===== config.mk =====
export PLATFORM = sky130hd
export DESIGN_NAME = memory_port_arbiter
export DESIGN_NICKNAME = d
export VERILOG_FILES = /design/src/rtl/memory_port_arbiter.sv
export SDC_FILE = /design/constraint.sdc
export NUM_CORES = 1
export LEC_CHECK = 0
export ABC_AREA = 1
export ABC_CLOCK_PERIOD_IN_PS = 4800
export CAP_MARGIN = 20
export CORE_MARGIN = 4
export CORE_UTILIZATION = 42
export DETAILED_ROUTE_END_ITERATION = 16
export PLACE_DENSITY = 0.87
export SETUP_SLACK_MARGIN = 0.15
export SLEW_MARGIN = 20
export SYNTH_ARGS = -nofsm -noshare
export SYNTH_HDL_FRONTEND = slang
export SYNTH_SLANG_ARGS = --single-unit

===== constraint.sdc =====
create_clock -name i_clk -period 4.8 [get_ports i_clk]
set_clock_uncertainty 0.15 [all_clocks]
set_input_delay 0.72 -clock i_clk [delete_from_list [all_inputs] [get_ports i_clk]]
set_output_delay 0.72 -clock i_clk [all_outputs]
set_load 0.02 [all_outputs]

===== src/rtl/memory_port_arbiter.sv =====
// Round-robin arbiter sharing the unified RAM data port between the CPU (A) and loader/DMA (B).
// Optional ownership locking is compiled in with `define MEM_ARB_LOCK_EN.
module memory_port_arbiter #(
  parameter int ADDR_W = 16,
  parameter int DATA_W = 16
) (
  input  logic              i_clk,
  input  logic              i_reset_n,
  input  logic              i_a_req,
  input  logic              i_a_we,
  input  logic [ADDR_W-1:0] i_a_addr,
  input  logic [DATA_W-1:0] i_a_wdata,
  output logic              o_a_gnt,
  output logic              o_a_rvalid,
  output logic [DATA_W-1:0] o_a_rdata,
  input  logic              i_b_req,
  input  logic              i_b_we,
  input  logic [ADDR_W-1:0] i_b_addr,
  input  logic [DATA_W-1:0] i_b_wdata,
  output logic              o_b_gnt,
  output logic              o_b_rvalid,
  output logic [DATA_W-1:0] o_b_rdata,
`ifdef MEM_ARB_LOCK_EN
  input  logic              i_a_lock,
  input  logic              i_b_lock,
`endif
  output logic [ADDR_W-1:0] o_mem_address,
  output logic              o_mem_write_enable,
  output logic [DATA_W-1:0] o_mem_data_in,
  input  logic [DATA_W-1:0] i_mem_data_out
);

  logic              r_last_b;
  logic              r_pend_a;
  logic              r_pend_b;
  logic [DATA_W-1:0] r_a_rdata;
  logic [DATA_W-1:0] r_b_rdata;
  logic [ADDR_W-1:0] r_mem_address;

  logic              w_a_elig;
  logic              w_b_elig;
  logic              w_gnt_a;
  logic              w_gnt_b;
  logic              w_any_gnt;
  logic [ADDR_W-1:0] w_mem_address;

`ifdef MEM_ARB_LOCK_EN
  logic r_lock_valid;
  logic r_lock_b;
  logic w_win_lock;
  logic w_owner_req;
`endif

  always_comb begin
    w_a_elig = i_a_req;
    w_b_elig = i_b_req;
`ifdef MEM_ARB_LOCK_EN
    // While locked, the non-owner is masked even if the owner is idle.
    if (r_lock_valid) begin
      w_a_elig = i_a_req & ~r_lock_b;
      w_b_elig = i_b_req & r_lock_b;
    end
`endif
    w_gnt_a   = i_reset_n & w_a_elig & (~w_b_elig | r_last_b);
    w_gnt_b   = i_reset_n & w_b_elig & (~w_a_elig | ~r_last_b);
    w_any_gnt = w_gnt_a | w_gnt_b;

    if (w_gnt_a)      w_mem_address = i_a_addr;
    else if (w_gnt_b) w_mem_address = i_b_addr;
    else              w_mem_address = r_mem_address;
  end

  assign o_a_gnt            = w_gnt_a;
  assign o_b_gnt            = w_gnt_b;
  assign o_mem_address      = w_mem_address;
  assign o_mem_data_in      = w_gnt_b ? i_b_wdata : i_a_wdata;
  assign o_mem_write_enable = (w_gnt_a & i_a_we) | (w_gnt_b & i_b_we);

  // RAM output is only valid in the rvalid cycle; the register keeps it afterwards.
  assign o_a_rvalid = i_reset_n & r_pend_a;
  assign o_b_rvalid = i_reset_n & r_pend_b;
  assign o_a_rdata  = o_a_rvalid ? i_mem_data_out : r_a_rdata;
  assign o_b_rdata  = o_b_rvalid ? i_mem_data_out : r_b_rdata;

  always_ff @(posedge i_clk) begin
    if (!i_reset_n) begin
      r_last_b  <= 1'b1;
      r_pend_a  <= 1'b0;
      r_pend_b  <= 1'b0;
      r_a_rdata <= '0;
      r_b_rdata <= '0;
    end else begin
      if (r_pend_a) r_a_rdata <= i_mem_data_out;
      if (r_pend_b) r_b_rdata <= i_mem_data_out;
      r_pend_a <= w_gnt_a & ~i_a_we;
      r_pend_b <= w_gnt_b & ~i_b_we;
      if (w_any_gnt) r_last_b <= w_gnt_b;
    end
  end

  always_ff @(posedge i_clk) begin
    if (w_any_gnt) r_mem_address <= w_mem_address;
  end

`ifdef MEM_ARB_LOCK_EN
  assign w_win_lock  = (w_gnt_a & i_a_lock) | (w_gnt_b & i_b_lock);
  assign w_owner_req = r_lock_b ? i_b_req : i_a_req;

  always_ff @(posedge i_clk) begin
    if (!i_reset_n) begin
      r_lock_valid <= 1'b0;
      r_lock_b     <= 1'b0;
    end else if (w_any_gnt) begin
      if (w_win_lock) begin
        r_lock_valid <= 1'b1;
        r_lock_b     <= w_gnt_b;
      end else begin
        r_lock_valid <= 1'b0;
      end
    end else if (r_lock_valid && !w_owner_req) begin
      r_lock_valid <= 1'b0;
    end
  end
`endif

endmodule


==> impl_metrics.tcl <==
set metrics [dict create \
    seq_area_um2 1180 \
    vias_per_cell 4.93 \
    power.density_nw_per_um2 244 \
    peakVddDrop_mv 0.176 \
    clockBufferDepth 2 \
    async_flop_share_pct 0 \
    grt_pass1_vias 2780 \
    drive_gt1_share_pct 3.51 \
    cts_sinks 51 \
    reg2reg_slack_ns 2.64 \
    rows 29 \
    drt_iter0_drc 113 \
    worst_slack_ns 0.840 \
    fmax_mhz 253 \
    finalHoldViolations 0 \
    cts_resized 0 \
    ys_top_cells_by_count "nand2_1, nand3_1, o21ai_0" \
    post-dp-hpwl_mm 6.51 \
    syn-mean-instance-area_um2 6.89 \
    die_area_um2 7940 \
    setup_tns_ns 0 \
    seq_area_frac_synth_pct 42.8 \
    die_x_um 89.1 \
    vias 3046 \
    cts.clk_slew.worst_paths_ns 0.10 \
    htree_levels 2 \
    critPathMaxFanout 49 \
    cts_tree "done" \
    ys_types 18 \
    setup_viol 0 \
    synth_area_um2 2760 \
    synthFlopType "dfxtp_1" \
    antenna_found_initial 0 \
    slew_headroom_pct 48.0 \
    cp-start-kind "primary input" \
    worst_slew_pin_slew_ns 0.778 \
    place_area_um2 4260 \
    synthCells 401 \
    grt_pass1_wl_mm 13.3 \
    yosys_register_bits 51 \
    die_h_um 89.1 \
    postCtsHoldBufs 0 \
    yosysTopAreaCell "dfxtp_1" \
    worstPathRequired_ns 3.93 \
    finalMaxSlewViolations 0 \
    num-fill-cells 535 \
    yosysTopAreaCellShare_pct 25.4 \
    core_area_um2 6350 \
    finalCritPeriodShare_pct 82.5 \
    grt_max_degree 50 \
    fin_area_um2 4350 \
    numPortBuffers 154 \
    syn_nets 487 \
    area_growth_pct 57.7 \
    postCtsSetupBuffers 0 \
    synth_warnings 0 \
    end_kind "output pin" \
    drtPass1Iterations 4 \
    period_needed_ns 3.96 \
    wl_mm 8.86 \
    ant_nets 0 \
    synth-edff-count 16 \
    hold_class "flop to flop" \
    cellLeakagePower_nw 1.91 \
    path_class "primary input to output pin" \
    crit_arrival_ns 3.09 \
    status "finished, final reports clean" \
    n_antenna_cell 0 \
    nets 626 \
    ys_top_cells_by_area "dfxtp_1, nand2_1, edfxtp_1" \
    cts_made_buffers 5 \
    cts-root-buf "clkbuf_8" \
    grt.total_usage_pct 21.1 \
    grt-ovfl-total 0 \
    wl_per_cell_um 14.3 \
    rsz0062_at_grt "false" \
    clock_latency_ns 0.31 \
    synthMostInstantiatedCell "nand2_1" \
    pre_cts_ws_ns 0.844 \
    multiInputGateArea_um2 1210 \
    pin_count 155 \
    initial_core_util_pct 43.5 \
    drc 0 \
    drv_cap 0 \
    gp_congestion 0.881 \
]
-- metrics by stage --
| stage | hold WS [ns] | instances | power (mW) | utilization (%) |
|---|---|---|---|---|
| global placement | 0.314 | 610 | 0.807 | 67.1 |
| global route | 0.369 | 618 | 1.11 | 68.6 |
| detailed placement | 0.323 | 610 | 0.813 | 67.1 |
| finish | 0.343 | 618 | 1.06 | 68.6 |
| CTS | 0.341 | 618 | 1.07 | 68.6 |
| floorplan | 0.303 | 401 | 0.641 | - |
-- final cells by class --
class | instances | share of cell area (%)
repair buffers | 156 | 35.7
clock inverters | 3 | 0.517
inverters | 56 | 5.06
flip-flops and latches | 51 | 27.1
well taps | 77 | 2.21
multi-input cells | 270 | 27.8
clock buffers | 5 | 1.58
-- final timing paths --
check,to,from,depth (start not counted)
worst max-delay path,o_a_rdata[5],i_reset_n,4
worst max register to register,r_mem_address[5],r_last_b,3
worst min register to register,r_a_rdata[0],r_a_rdata[0],2
worst min-delay path,r_a_rdata[0],r_a_rdata[0],2
-- worst max-delay path: stages --
cell	delay (ns)
clkdlybuf4s50_1	0.73
nand2_2	0.53
o21ai_0	0.41
clkdlybuf4s50_1	0.68
-- flip-flops by register name, indices dropped and copies added, names as in the netlist --
| register | flops |
|---|---|
| r_a_rdata | 16 |
| r_pend_a | 1 |
| r_pend_b | 1 |
| r_b_rdata | 16 |
| r_mem_address | 16 |
| r_last_b | 1 |
-- power by group --
part	switching (mW)	internal (mW)	total, mW
clock network	0.155	0.106	0.261
logic	0.163	0.159	0.322
registers	0.00853	0.472	0.481
total	0.327	0.737	1.06
-- metal layers --
layer | vias up | track usage, % | share of wire [%]
met4 | 0 | 4.06 | 0.41
li1 | 1559 | - | -
met2 | 131 | 34.3 | 48
met3 | 4 | 6.18 | 11
met1 | 1352 | 28.0 | 41
met5 | - | 0 | 0
-- cell usage in the layout, fill, tap and decap left out --
| cell | count |
|---|---|
| nand2_1 | 133 |
| inv_4 | 3 |
| nand3_4 | 1 |
| nand3_1 | 64 |
| o21ai_1 | 8 |
| nor2_1 | 2 |
| nand2_4 | 1 |
| o211ai_1 | 1 |
| buf_4 | 2 |
| clkbuf_8 | 5 |
| o21ai_0 | 56 |
| inv_1 | 53 |
| clkinv_4 | 1 |
| edfxtp_1 | 16 |
| nand2_2 | 4 |
| clkinv_2 | 1 |
| dfxtp_1 | 35 |
| clkdlybuf4s50_1 | 154 |
| inv_8 | 1 |
-- logic make-up (layout without fill, tap and decap cells) --
family / count (synthesis) / in the layout / share of synthesized area [%]
simple gates: 205 / 205 / 31.9
buf+inv: 80 / 220 / 13.5
compound gates: 65 / 65 / 11.9
flops: 51 / 51 / 42.8
No activity file was read; power rests on OpenSTA's default activity.
